**src/rtl/color_reduce_pipe.sv**
```systemverilog
// rtl/color_reduce_pipe.sv - two-stage RGB quantiser with truncate/round/ordered-dither modes
// Settings are shadowed and applied on the accepted start-of-frame pixel.
module color_reduce_pipe #(
  parameter int CW = 8,
  parameter int XW = 11
) (
  input  logic            i_clk,
  input  logic            i_rst_n,
  input  logic            i_cfg_we,
  input  logic [1:0]      i_cfg_sel,
  input  logic [3:0]      i_cfg_data,
  input  logic            i_in_valid,
  output logic            o_in_ready,
  input  logic            i_in_sof,
  input  logic            i_in_eol,
  input  logic [3*CW-1:0] i_in_rgb,
  output logic            o_out_valid,
  input  logic            i_out_ready,
  output logic            o_out_sof,
  output logic            o_out_eol,
  output logic [3*CW-1:0] o_out_rgb
);

  localparam logic [3:0] KMAX = 4'(CW);

  // Channel index 2 = R, 1 = G, 0 = B, matching the rgb slice order.
  logic [2:0][3:0]    r_sh_keep, r_act_keep, w_nx_keep, w_use_keep;
  logic [1:0]         r_sh_mode, r_act_mode, w_nx_mode, w_use_mode;
  logic [3:0]         w_clamp, w_d;
  logic [XW-1:0]      r_x, r_y, w_x, w_y;
  logic               w_en, w_acc, w_sof_acc;
  logic [2:0][CW-1:0] w_off, w_mask, w_res;
  logic [2:0][CW:0]   w_sum;

  logic               r_s1_valid, r_s1_sof, r_s1_eol;
  logic [3*CW-1:0]    r_s1_rgb;
  logic [2:0][CW-1:0] r_s1_off, r_s1_mask;
  logic               r_s2_valid, r_s2_sof, r_s2_eol;
  logic [3*CW-1:0]    r_s2_rgb;

  function automatic logic [3:0] f_bayer(input logic [1:0] y, input logic [1:0] x);
    logic [3:0] l_d;
    l_d = 4'd0;
    case ({y, x})
      4'h0: l_d = 4'd0;   4'h1: l_d = 4'd8;  4'h2: l_d = 4'd2;  4'h3: l_d = 4'd10;
      4'h4: l_d = 4'd12;  4'h5: l_d = 4'd4;  4'h6: l_d = 4'd14; 4'h7: l_d = 4'd6;
      4'h8: l_d = 4'd3;   4'h9: l_d = 4'd11; 4'hA: l_d = 4'd1;  4'hB: l_d = 4'd9;
      4'hC: l_d = 4'd15;  4'hD: l_d = 4'd7;  4'hE: l_d = 4'd13; 4'hF: l_d = 4'd5;
    endcase
    return l_d;
  endfunction

  // Mode 0 keeps every bit; otherwise the low (CW-keep) bits are cleared.
  function automatic logic [CW-1:0] f_mask(input logic [3:0] keep, input logic [1:0] mode);
    logic [CW:0] l_m;
    l_m = {(CW+1){1'b1}} << (CW - int'(keep));
    if (mode == 2'd0) l_m = {(CW+1){1'b1}};
    return l_m[CW-1:0];
  endfunction

  function automatic logic [CW-1:0] f_off(input logic [3:0] keep, input logic [1:0] mode,
                                          input logic [3:0] d);
    int            l_drop;
    logic [CW:0]   l_h;
    logic [CW+3:0] l_d;
    logic [CW-1:0] l_off;
    l_drop = CW - int'(keep);
    l_off  = '0;
    l_h    = '0;
    l_d    = (CW+4)'(d);
    if (mode == 2'd2 && l_drop > 0) begin
      l_h   = (CW+1)'(1) << (l_drop - 1);
      l_off = l_h[CW-1:0];
    end else if (mode == 2'd3 && l_drop > 0) begin
      if (l_drop >= 4) l_d = l_d << (l_drop - 4);
      else             l_d = l_d >> (4 - l_drop);
      l_off = l_d[CW-1:0];
    end
    return l_off;
  endfunction

  assign w_en       = i_out_ready || !r_s2_valid;
  assign o_in_ready = w_en;
  assign w_acc      = i_in_valid && w_en;
  assign w_sof_acc  = w_acc && i_in_sof;

  always_comb begin
    w_clamp   = (i_cfg_data > KMAX) ? KMAX : i_cfg_data;
    w_nx_keep = r_sh_keep;
    w_nx_mode = r_sh_mode;
    if (i_cfg_we) begin
      case (i_cfg_sel)
        2'd0:    w_nx_keep[2] = w_clamp;
        2'd1:    w_nx_keep[1] = w_clamp;
        2'd2:    w_nx_keep[0] = w_clamp;
        default: w_nx_mode    = i_cfg_data[1:0];
      endcase
    end
    // A same-cycle write reaches the sof pixel through the next-shadow value.
    w_use_keep = w_sof_acc ? w_nx_keep : r_act_keep;
    w_use_mode = w_sof_acc ? w_nx_mode : r_act_mode;
    w_x        = i_in_sof ? '0 : r_x;
    w_y        = i_in_sof ? '0 : r_y;
    w_d        = f_bayer(w_y[1:0], w_x[1:0]);
    for (int c = 0; c < 3; c++) begin
      w_off[c]  = f_off(w_use_keep[c], w_use_mode, w_d);
      w_mask[c] = f_mask(w_use_keep[c], w_use_mode);
      w_sum[c]  = {1'b0, r_s1_rgb[c*CW +: CW]} + {1'b0, r_s1_off[c]};
      w_res[c]  = (w_sum[c][CW] ? {CW{1'b1}} : w_sum[c][CW-1:0]) & r_s1_mask[c];
    end
  end

  always_ff @(posedge i_clk or negedge i_rst_n) begin
    if (!i_rst_n) begin
      r_sh_keep  <= {3{KMAX}};
      r_act_keep <= {3{KMAX}};
      r_sh_mode  <= 2'd0;
      r_act_mode <= 2'd0;
      r_x        <= '0;
      r_y        <= '0;
    end else begin
      r_sh_keep <= w_nx_keep;
      r_sh_mode <= w_nx_mode;
      if (w_sof_acc) begin
        r_act_keep <= w_nx_keep;
        r_act_mode <= w_nx_mode;
      end
      if (w_acc) begin
        if (i_in_eol) begin
          r_x <= '0;
          r_y <= w_y + 1'b1;
        end else begin
          r_x <= w_x + 1'b1;
          r_y <= w_y;
        end
      end
    end
  end

  always_ff @(posedge i_clk or negedge i_rst_n) begin
    if (!i_rst_n) begin
      r_s1_valid <= 1'b0;
      r_s1_sof   <= 1'b0;
      r_s1_eol   <= 1'b0;
      r_s1_rgb   <= '0;
      r_s1_off   <= '0;
      r_s1_mask  <= '0;
      r_s2_valid <= 1'b0;
      r_s2_sof   <= 1'b0;
      r_s2_eol   <= 1'b0;
      r_s2_rgb   <= '0;
    end else if (w_en) begin
      r_s1_valid <= i_in_valid;
      r_s1_sof   <= i_in_sof;
      r_s1_eol   <= i_in_eol;
      r_s1_rgb   <= i_in_rgb;
      r_s1_off   <= w_off;
      r_s1_mask  <= w_mask;
      r_s2_valid <= r_s1_valid;
      r_s2_sof   <= r_s1_sof;
      r_s2_eol   <= r_s1_eol;
      r_s2_rgb   <= w_res;
    end
  end

  assign o_out_valid = r_s2_valid;
  assign o_out_sof   = r_s2_sof;
  assign o_out_eol   = r_s2_eol;
  assign o_out_rgb   = r_s2_rgb;

endmodule

```
**config.mk**
```make
export PLATFORM = sky130hd
export DESIGN_NAME = color_reduce_pipe
export DESIGN_NICKNAME = d
export VERILOG_FILES = /design/src/rtl/color_reduce_pipe.sv
export SDC_FILE = /design/constraint.sdc
export NUM_CORES = 1
export LEC_CHECK = 0
export ABC_AREA = 0
export BUFFER_PORTS_ARGS = -buffer_cell sky130_fd_sc_hd__buf_2
export CORE_MARGIN = 1.5
export CORE_UTILIZATION = 64
export CTS_BUF_LIST = sky130_fd_sc_hd__clkbuf_4
export DETAILED_ROUTE_END_ITERATION = 16
export GPL_ROUTABILITY_DRIVEN = 0
export PLACE_DENSITY = 0.9
export SYNTH_ARGS = -nofsm -noshare
export SYNTH_HDL_FRONTEND = slang
export SYNTH_SLANG_ARGS = --single-unit
```
**constraint.sdc**
```tcl
create_clock -name i_clk -period 6 [get_ports i_clk]
set_clock_uncertainty 0.2 [all_clocks]
set_input_delay 0.6 -clock i_clk [delete_from_list [all_inputs] [get_ports i_clk]]
set_output_delay 0.6 -clock i_clk [all_outputs]
set_load 0.01 [all_outputs]
```
==> results of run 1 <==
placed cells by master (no fill, tap or decap), drive strengths merged, types with 6 or more instances in the layout:
| cell type | count |
|---|---|
| nand4 | 22 |
| nand2b | 11 |
| ha | 84 |
| nor4b | 7 |
| o22a | 6 |
| a31oi | 18 |
| buf | 92 |
| o311ai | 22 |
| and2 | 6 |
| a211oi | 15 |
| mux2 | 15 |
| a22oi | 8 |
| nor2 | 86 |
| a21boi | 7 |
| or2 | 8 |
| dfrtp | 128 |
| o211ai | 12 |
| nor4 | 12 |
| mux2i | 16 |
| dfstp | 6 |
| nor3b | 7 |
| o21ai | 60 |
| a21oi | 67 |
| and3 | 9 |
| a21o | 15 |
| nand3 | 27 |
| o21a | 8 |
| inv | 61 |
| clkbuf | 19 |
| clkinv | 8 |
| nor3 | 23 |
| a32oi | 6 |
| nand2 | 216 |
| xnor2 | 21 |
| nor2b | 11 |
sequential cells by signal (all words and copies together) (netlist names):
signal       flops
o_out_rgb       24
r_s1_mask       24
r_s1_off        24
r_s1_rgb        24
r_act_keep      12
r_sh_keep       12
r_act_mode       2
r_sh_mode        2
r_x              2
r_y              2
o_out_eol        1
o_out_sof        1
o_out_valid      1
r_s1_eol         1
r_s1_sof         1
r_s1_valid       1
through the flow:
stage / hold slack [ps] / cells
6_report: 20.3 / 1391
3_5_place_dp: 250 / 1356
2_1_floorplan: 104 / 1130
4_1_cts: 2.36 / 1389
5_1_grt: 15.4 / 1391
3_3_place_gp: 245 / 1356
worst paths after layout:
kind                              startpoint       endpoint  slack, ps  depth (start not counted)
worst max-delay path             o_out_valid    r_s1_off[1]        510                         19
worst min-delay path            i_in_rgb[14]   r_s1_rgb[14]         20                          3
worst max register to register   o_out_valid    r_s1_off[1]        510                         19
worst min register to register     o_out_eol      o_out_eol        280                          2
max in group asynchronous            i_rst_n   r_s1_mask[6]       3870                          3
min in group asynchronous            i_rst_n  o_out_rgb[20]        300                          2
critical path: stages, from the launching register on:
cell and delay (ps):
dfrtp_1 400, nor2b_4 170, clkinv_2 70, buf_4 390
a21oi_1 160, a21o_1 290, ha_1 350, inv_1 150
a22oi_1 620, nand2_1 240, o2bb2ai_1 230, a21oi_1 240
ha_1 140, nor4b_1 310, nand3_1 290, nor3_1 260
o211ai_1 160, a211oi_1 320, o221ai_1 220, a22oi_1 210
timing repair:
item | 4_1_cts | 5_1_grt
setup endpoints to repair | 0 | 0
hold buffers | 1 | 1
hold endpoints to repair | 40 | 1
power by group through the flow:
stage | sequential [mW] | clock [mW] | combinational, mW
after global placement | 1.30 | 0 | 1.96
after CTS | 1.30 | 0.634 | 2.07
final | 1.30 | 0.629 | 2.11
after detailed placement | 1.31 | 0 | 2.05
after global routing | 1.33 | 0.675 | 2.32
after floorplan | 1.29 | 0 | 1.46
per-layer routing:
layer  GRT usage, %  vias up  part of all wire [%]
met3           7.05       90                   9.2
met5              0        -                     0
li1               -     4192                     -
met1           44.2     4292                    42
met4           11.9        0                   3.1
met2           50.3      527                    45
cells by family after synthesis:
family,count (synthesis),share of synthesized area (%)
buffers and inverters,110,4.58
AOI/OAI and AO/OA,282,19.7
adders and majority gates,87,11.5
muxes,31,3.68
xor gates and xnor gates,27,2.94
and+or+nand+nor,459,22.6
DFF,134,34.9
area by class of cell:
class,instances,area (µm²)
tap,184,230
fill,1089,4090
multi-input combinational,886,5830
clock buffer,19,143
inverter,60,228
antenna,1,2.50
timing repair buffer,94,557
sequential,134,3360
clock inverter,13,145
==> metrics.sh, run 1 <==
WL_PER_CELL_UM=18.1
WORST_EP_ARRIVAL_TIME_PS=5810
TOTALPOWERFINAL_mW=4.04
SYN-NUM-NETS=1254
UTILIZATION_PCT=71.9
TOTALNEGATIVESETUPSLACK_PS=0
SYNTH_CELLS=1130
P_SWITCHING_mW=1.84
CLOCK-SINKS=134
LAYOUT_WORST_PATH_CYCLE_SHARE_PCT=91.5
LAYOUT-DRIVE-GT1-SHARE_PCT=15.5
PLACE.PORT_BUFFERS=64
PATH_MAX_FANOUT=44
SYNTH_LARGEST_TYPE_AREA_FRACTION_PCT=33.3
CTS_INSERTED_BUFFERS=17
SEQUENTIALPOWERSHARE_PCT=32.2
TIMING.FINAL.SETUP_VIOLATIONS=0
CTS_BUFFER_DEPTH=2
WL_FINAL_UM=25100
MAX_CLOCK_FREQ_MHz=182
YS_SEQ_ELEMENTS=134
CLK_PIN_SLEW_PS=160
IO_PINS=65
DESIGN_AREA_UM2=10500
PLACEDINSTANCEAREA_UM2=10200
DRT-INITIAL-DRC-COUNT=1207
MAXIMUM_NUMBER_OF_PINS_ON_ONE_NET_BEFORE_GLOBAL_ROUTE_REPAIR=89
DETAIL_ROUTE.DRC_VIOLATIONS=0
WORSTSETUPSTARTPOINTTYPE='register'
CTS.REPAIR_TIMING.SETUP_BUFFER_COUNT=0
SLEW-LIMIT-HEADROOM_PCT=28.4
POSTLAYOUTSETUPSLACKWORST_PS=508
DIE-WIDTH_UM=126
CORE_AREA_UM2=14600
CLOCK_TREE.ROOT_CELL='clkbuf_4'
POWER.IR.VDD_WORST_V=0.000206
POWER.SHARE.CLOCK_PCT=15.6
FINAL_PERIOD_MINUS_WORST_SETUP_SLACK_PS=5490
SYNTHESIS.AREA_UM2=9620
SWSHARE_PCT=45.7
TIMING.HOLD.WORST.CLASS='in -> reg'
FIRSTDRTPASSITERS=8
ANTENNA_FOUND_INITIAL=1
COMB_POWER_SHARE_PCT=52.2
GR-USAGE-ALL-LAYERS_PCT=32.1
MAX_SLEW.WORST_PIN.SLEW_PS=1070
DIE-HEIGHT_UM=126
LEAKAGEPOWER_nW=4.86
ASYNC_RESET_FF_SHARE_PCT=100
YS.WARNINGS.COUNT=0
CP_DATA_REQUIRED_TIME_PS=6320
MAXSLEWVIOLCOUNT=0
SYNTH_MOST_COMMON_CELL='nand2_1'
DIE_AREA_UM2=15800
POSTROUTEANTENNANETS=0
CORE.ROWCOUNT=44
AREA_DELTA_SYNTH_FINAL_PCT=9.06
NETLIST.TOP_CELL.BY_AREA='dfrtp_1'
DPL.HPWL_UM=18300
VIAS_PER_CELL=6.54
STARTING_DENSITY_OF_THE_CORE_PCT=66.0
SYNTH_SEQ_AREA_SHARE_PCT=34.9
CLK-INSERTION-DELAY-LATE_PS=590
DETAILEDPLACE.WORSTSLACK_PS=213
SYNTH_ENABLE_FLOP_CELLS=0
GRT_FIRST_PASS_WIRELENGTH_UM=41400
CTS_RESIZED=0
YOSYS-TOP-CELLS-COUNT='nand2_1 (216), dfrtp_1 (128), ha_1 (84)'
GRT_OVERFLOW=0
CTS-HTREE-LEVELS=4
CRIT_PATH_END_KIND='register'
INTERNAL_POWER_mW=2.20
MAX-CAP-VIOLATIONS=0
CTS_TREE='done'
SYN_AVG_CELL_AREA_UM2=8.52
UNREPAIRED_SETUP_ENDPOINTS_AFTER_GLOBAL_ROUTING='no'
RUN_STATUS='finished clean'
YOSYS-TOP-CELLS-AREA='dfrtp_1 (33%), ha_1 (11%), nand2_1 (8.4%), a21oi_1 (3.5%), nor2_1 (3.2%)'
HOLD_VIOL=0
YS_DOMINANT_REG_CELL='dfrtp_1'
FINALNETCOUNT=1317
PWR_DENSITY_CELL_nW_PER_UM2=385
PATH_CLASS='reg -> reg'
SYNTHDISTINCTLIBCELLS=82
VIAS=9101
GRT_PASS1_VIAS=8524
No activity file was read; power rests on OpenSTA's default activity.
==> run 2, diff against run 1 <==
--- a/config.mk
+++ b/config.mk
@@ -6,13 +6,14 @@
 export NUM_CORES = 1
 export LEC_CHECK = 0
 export ABC_AREA = 0
-export BUFFER_PORTS_ARGS = -buffer_cell sky130_fd_sc_hd__buf_2
+export BUFFER_PORTS_ARGS = -buffer_cell sky130_fd_sc_hd__clkbuf_2
 export CORE_MARGIN = 1.5
-export CORE_UTILIZATION = 64
+export CORE_UTILIZATION = 45
 export CTS_BUF_LIST = sky130_fd_sc_hd__clkbuf_4
 export DETAILED_ROUTE_END_ITERATION = 16
 export GPL_ROUTABILITY_DRIVEN = 0
-export PLACE_DENSITY = 0.9
+export GPL_TIMING_DRIVEN = 0
+export PLACE_DENSITY = 0.68
 export SYNTH_ARGS = -nofsm -noshare
 export SYNTH_HDL_FRONTEND = slang
 export SYNTH_SLANG_ARGS = --single-unit
==> run 2 against run 1 <==
Effect of this change: design area increased by 2.6%; sequential share of layout area decreased by 0.81 points; global-route usage decreased by 7.3 points; sequential power about the same; die area increased by 41%; hold slack improved by 16 ps; register-to-register slack got worse by 230 ps; first-iteration DRC count decreased by 49%; clock power decreased by 14%; critical path depth increased by 3; worst setup slack got worse by 230 ps; largest cell class unchanged.
==> metrics.sh, run 2 (same netlist as run 1, synthesis figures left out) <==
RUN_STATUS='finished clean'
POWER.IR.VDD_WORST_V=0.000109
MAXIMUM_NUMBER_OF_PINS_ON_ONE_NET_BEFORE_GLOBAL_ROUTE_REPAIR=97
DPL.HPWL_UM=20400
TIMING.FINAL.SETUP_VIOLATIONS=0
FIRSTDRTPASSITERS=8
SLEW-LIMIT-HEADROOM_PCT=43.2
HOLD_VIOL=0
WORSTSETUPSTARTPOINTTYPE='register'
CP_DATA_REQUIRED_TIME_PS=6300
TIMING.CRITICAL_PATH.SLOWEST_STAGE_CELL='o41ai_1'
POSTROUTEANTENNANETS=0
WL_FINAL_UM=26700
LEAKAGEPOWER_nW=4.85
ANTENNA_FOUND_INITIAL=1
WHS_PS=36.2
TOTALNEGATIVESETUPSLACK_PS=0
MAXSLEWVIOLCOUNT=0
AREA_DELTA_SYNTH_FINAL_PCT=11.9
FINAL_PERIOD_MINUS_WORST_SETUP_SLACK_PS=5720
CLOCK_TREE.ROOT_CELL='clkbuf_4'
PWR_DENSITY_CELL_nW_PER_UM2=365
PATH_MAX_FANOUT=9
GRT_OVERFLOW=0
IO_PINS=65
LAYOUT_WORST_PATH_CYCLE_SHARE_PCT=95.4
MAX_SLEW.WORST_PIN.SLEW_PS=850
PLACE.PORT_BUFFERS=64
CTS_TREE='done'
CTS_BUFFER_DEPTH=2
STARTING_DENSITY_OF_THE_CORE_PCT=45.8
GR-USAGE-ALL-LAYERS_PCT=24.8
MAX_CLOCK_FREQ_MHz=175
DIE-HEIGHT_UM=149
WORST_EP_ARRIVAL_TIME_PS=6030
CORE.ROWCOUNT=53
TOTALPOWERFINAL_mW=3.93
CLOCK-SINKS=134
VIAS_PER_CELL=5.77
LAYOUT-DRIVE-GT1-SHARE_PCT=14.4
CRIT_PATH_END_KIND='register'
GRT_PASS1_VIAS=8277
DIE_AREA_UM2=22300
CLK-INSERTION-DELAY-LATE_PS=560
DETAIL_ROUTE.DRC_VIOLATIONS=0
CRIT_PATH_CELL_TRACE='nor2b_1, buf_2, inv_1, nand2_1, o21ai_4, ha_2, nand2b_1, a21oi_1, a21o_1, nor2_4, clkinvlp_4, ha_1, a21oi_1, a21o_1, ha_1, nor4b_1, nand4_1, or4_1, a211o_1, o41ai_1, nand3_1, nand3_1'
WL_PER_CELL_UM=17.6
LAYOUT_COMMON_CELLS='nand2_1 (214), dfrtp_1 (128), nor2_1 (81), ha_1 (81), a21oi_1 (66)'
CTS-HTREE-LEVELS=4
CRITPATHMAXSTAGEDELAY_PS=500
DRT-INITIAL-DRC-COUNT=611
FINALNETCOUNT=1352
CTS.REPAIR_TIMING.SETUP_BUFFER_COUNT=0
MAX-CAP-VIOLATIONS=0
PATH_CLASS='reg -> reg'
CORE_AREA_UM2=21000
CTS_INSERTED_BUFFERS=17
GRT_FIRST_PASS_WIRELENGTH_UM=43300
VIAS=8760
TIMING.HOLD.WORST.CLASS='in -> reg'
CLK_PIN_SLEW_PS=130
MOST_COMMON_CELL_AFTER_LAYOUT_FILL_AND_TAPS_ASIDE='nand2_1'
DIE-WIDTH_UM=149
-- run 2: cell types whose count changed in the layout (fill, tap and decap cells not counted), sizes merged --
| cell | change |
|---|---|
| inv | -1 |
| clkinvlp | +3 |
| buf | -77 |
| dlygate4sd3 | +13 |
| clkbuf | +98 |
| clkinv | +1 |
| bufinv | -2 |
-- run 2: cell type report --
| type | count | area (µm²) |
|---|---|---|
| flip-flops and latches | 134 | 3360 |
| diodes | 1 | 2.50 |
| repair buffers | 80 | 507 |
| clock inverters | 14 | 103 |
| plain buffers | 49 | 214 |
| inverters | 60 | 230 |
| clock buffers | 18 | 135 |
| fillers | 1999 | 10300 |
| well taps | 275 | 344 |
| multi-input cells | 886 | 5870 |
-- run 2: worst max-delay path: cells and delay by family, from the launching register on --
kind,cells,cell delay (ps)
buffers and inverters,3,570
adder cells (fa/ha/maj),3,770
AND/OR/NAND/NOR,9,1730
flip-flops,1,400
AO/OA/AOI/OAI,7,1990
-- run 2: through the flow --
| step | util, % | std cells | worst slack [ps] | cell area, µm² |
|---|---|---|---|---|
| global route | 51.2 | 1517 | -6.36 | 10800 |
| detailed placement | 49.1 | 1470 | -585 | 10300 |
| global placement | 48.9 | 1469 | -536 | 10300 |
| floorplan | - | 1130 | 697 | 9620 |
| CTS | 50.8 | 1514 | 4.70 | 10700 |
| finish | 51.2 | 1517 | 278 | 10800 |
-- run 2: repair_timing --
item | 4_1_cts | 5_1_grt
resized for setup | 1 | 15
endpoints found under the hold margin | 49 | 3
hold buffers | 12 | 3
endpoints found under the setup margin | 1 | 14
pin swaps | 0 | 1
-- run 2: final timing paths --
kind                                   to           from  slack, ps  cells past startpoint
setup reg to reg              r_s1_off[8]    o_out_valid        280                     22
setup / recovery              r_s1_off[8]    o_out_valid        280                     22
hold reg to reg             o_out_rgb[14]  o_out_rgb[14]        280                      2
max in group asynchronous  r_act_keep[11]        i_rst_n       4500                      3
hold / removal                r_s1_rgb[3]    i_in_rgb[3]         40                      3
min in group asynchronous    r_s1_rgb[23]        i_rst_n        280                      2
-- run 2: where the power goes --
part,internal (mW),leakage [nW],switching (mW)
clock network,0.170,0.125,0.370
registers,1.13,1.63,0.147
logic,0.783,3.10,1.33
total,2.09,4.85,1.85
-- run 2: layer usage --
metal | GRT usage (%) | routed length, µm | part of all wire [%]
met2 | 38.4 | 11700 | 44
met5 | 0 | 0 | 0
met1 | 35.2 | 12600 | 47
met4 | 8.51 | 676 | 2.5
met3 | 3.88 | 1690 | 6.3
==> run 3, diff against run 2 <==
--- a/config.mk
+++ b/config.mk
@@ -11,7 +11,6 @@
 export CORE_UTILIZATION = 45
 export CTS_BUF_LIST = sky130_fd_sc_hd__clkbuf_4
 export DETAILED_ROUTE_END_ITERATION = 16
-export GPL_ROUTABILITY_DRIVEN = 0
 export GPL_TIMING_DRIVEN = 0
 export PLACE_DENSITY = 0.68
 export SYNTH_ARGS = -nofsm -noshare
==> constraint.sdc (replaced) <==
create_clock -name i_clk -period 6 [get_ports i_clk]
set_clock_uncertainty 0.2 [all_clocks]
set_input_delay 0 -clock i_clk [delete_from_list [all_inputs] [get_ports i_clk]]
set_output_delay 0 -clock i_clk [all_outputs]
set_load 0.01 [all_outputs]
==> run 3 against run 2 <==
Effect of this change: clock power rose by 22%; cell count up 3.4%; sequential share of layout area fell by 1.7 points; via count up 3.4%; clock-buffer cell count unchanged; worst setup slack gained 87 ps; largest power group unchanged.
==> metrics.sh, run 3 (same netlist as run 1, synthesis figures left out) <==
LEAKAGEPOWER_nW=5.11
GRT_PASS1_VIAS=8558
PATH_MAX_FANOUT=9
INTERNAL_POWER_mW=2.24
CTS.REPAIR_TIMING.SETUP_BUFFER_COUNT=0
DPL.HPWL_UM=21300
MOST_COMMON_CELL_AFTER_LAYOUT_FILL_AND_TAPS_ASIDE='nand2_1'
CP_DATA_REQUIRED_TIME_PS=6310
VIAS=9059
WORST_EP_ARRIVAL_TIME_PS=5950
FINALNETCOUNT=1406
POWER.IR.VDD_WORST_V=0.000123
RR_STARTPOINT='o_out_valid'
CLK-INSERTION-DELAY-LATE_PS=590
POWER.SHARE.CLOCK_PCT=15.9
CTS_BUFFER_DEPTH=2
REG2REG_TO='r_s1_off[17]'
TIMING.HOLD.WORST.CLASS='in -> reg'
HOLD_VIOL=0
MIN-DELAY-START='i_out_ready'
CLK_PIN_SLEW_PS=140
DIE-HEIGHT_UM=149
GRT_OVERFLOW=0
VIAS_PER_CELL=5.77
FINAL_PERIOD_MINUS_WORST_SETUP_SLACK_PS=5640
GR-USAGE-ALL-LAYERS_PCT=26.2
UTILIZATION_PCT=54.3
DRT-INITIAL-DRC-COUNT=695
CORE_AREA_UM2=21000
TIMING.FINAL.SETUP_VIOLATIONS=0
FILLERINSTANCES=1974
STARTING_DENSITY_OF_THE_CORE_PCT=45.8
TIMING.CRITICAL_PATH.SLOWEST_STAGE_CELL='dlygate4sd3_1'
CLOCK-SINKS=134
CTS_TREE='done'
PLACED_CELLS=1470
PWR_DENSITY_CELL_nW_PER_UM2=362
FF2FF_PATH_DEPTH=21
INSTANCES_NO_FILL=1569
PATH_CLASS='in -> reg'
SEQUENTIALPOWERSHARE_PCT=31.2
DIE-WIDTH_UM=149
CRIT_PATH_END_KIND='register'
GRT_FIRST_PASS_WIRELENGTH_UM=45300
AREA_DELTA_SYNTH_FINAL_PCT=18.5
WHS_ENDPOINT='r_act_keep[7]'
MAX-CAP-VIOLATIONS=0
TOTALNEGATIVESETUPSLACK_PS=0
IO_PINS=65
WORST_HOLD_PATH.NUM_CELLS=6
CRITPATHMAXSTAGEDELAY_PS=680
WL_PER_CELL_UM=18.1
WHS_PS=159
DIE_AREA_UM2=22300
SLEW-LIMIT-HEADROOM_PCT=46.9
LAYOUT_WORST_PATH_CYCLE_SHARE_PCT=93.9
TOTALPOWERFINAL_mW=4.12
CORE.ROWCOUNT=53
CTS-HTREE-LEVELS=4
LAYOUT-DRIVE-GT1-SHARE_PCT=14.1
CLOCK_TREE.ROOT_CELL='clkbuf_4'
MAXSLEWVIOLCOUNT=0
MAX_SLEW.WORST_PIN.SLEW_PS=793
P_SWITCHING_mW=1.88
PLACE.PORT_BUFFERS=64
CRIT_START='i_cfg_sel[1]'
PLACE_CONGESTION=0.949
FIRSTDRTPASSITERS=8
MAX_CLOCK_FREQ_MHz=177
REG2REG_SLACK_PS=390
WL_FINAL_UM=28400
COMB_POWER_SHARE_PCT=52.9
CRIT_PATH_CELL_TRACE='dlygate4sd3_1, clkbuf_2, nand3b_2, dlygate4sd3_1, mux2_2, o21ai_4, ha_2, nand2b_1, a21oi_1, a21o_2, nor2_4, clkinvlp_4, ha_1, a21oi_1, a21o_1, ha_1, nor4b_1, nand4_1, or4_1, a211o_1, o41ai_2, nand3_1, nand3_1'
ANTENNA_FOUND_INITIAL=1
MAXIMUM_NUMBER_OF_PINS_ON_ONE_NET_BEFORE_GLOBAL_ROUTE_REPAIR=85
CTS_INSERTED_BUFFERS=17
DETAIL_ROUTE.DRC_VIOLATIONS=0
RUN_STATUS='finished clean'
WORSTSETUPSTARTPOINTTYPE='input port'
SWSHARE_PCT=45.6
LAYOUT_COMMON_CELLS='nand2_1 (213), dfrtp_1 (128), nor2_1 (81), ha_1 (81), dlygate4sd3_1 (68)'
POSTROUTEANTENNANETS=0
run 3: cell count changes in the layout (fill, tap and decap cells not counted), moves of 2 or more:
| cell | change |
|---|---|
| clkinv_2 | -3 |
| bufinv_16 | +3 |
| inv_6 | -2 |
| nor3_1 | -2 |
| nor3_2 | +2 |
| dlygate4sd3_1 | +53 |
run 3: what timing repair did:
item                       in CTS  in global routing
hold buffers                   69                  0
pin swaps                       0                  0
setup endpoints to repair       1                 18
resized for setup               2                 19
hold endpoints to repair      185                  0
run 3: metal layers:
layer / GRT usage, % / up-vias / part of all wire, %
li1: - / 4368 / -
met5: 0 / - / 0
met3: 3.15 / 44 / 5.4
met2: 41.2 / 329 / 45
met4: 8.76 / 0 / 2.3
met1: 37.3 / 4318 / 47
run 3: final cells by class:
class,count,area (µm²),area share (%)
well taps,275,344,3.02
plain buffers,49,210,1.84
diodes,1,2.50,0.0219
repair buffers,134,1060,9.33
clock buffers,18,135,1.18
inverters,60,230,2.02
flip-flops and latches,134,3360,29.5
multi-input cells,886,5900,51.7
clock inverters,12,156,1.37
run 3: power groups by stage:
stage / Sequential (mW) / Combinational (mW) / Clock, mW
2_1_floorplan: 1.29 / 1.46 / 0
3_3_place_gp: 1.29 / 2.02 / 0
3_5_place_dp: 1.30 / 2.07 / 0
4_1_cts: 1.28 / 2.13 / 0.665
5_1_grt: 1.32 / 2.44 / 0.708
6_report: 1.29 / 2.18 / 0.655
run 3: worst max-delay path by stage:
stage          depth (start not counted)      endpoint  slack [ps]
6_report                              23   r_s1_off[8]         360
5_1_grt                               23   r_s1_off[8]         -10
4_1_cts                               22  r_s1_off[17]          60
3_5_place_dp                          19  r_s1_off[17]        -320
3_3_place_gp                          19  r_s1_off[17]        -250
2_1_floorplan                         19  r_s1_off[17]         850
run 3: stage by stage:
stage / cell area, µm² / worst slack (ps)
after floorplan: 9620 / 847
after global placement: 10300 / -251
after detailed placement: 10300 / -319
after CTS: 11300 / 60.2
after global routing: 11400 / -9.83
final: 11400 / 364
run 3: worst max-delay path, delay by kind of cell:
family / cells / cell delay (ps)
multiplexers: 1 / 350
buffers and inverters: 4 / 1560
AO/OA/AOI/OAI: 7 / 1740
adder cells (fa/ha/maj): 3 / 770
AND/OR/NAND/NOR: 8 / 1510
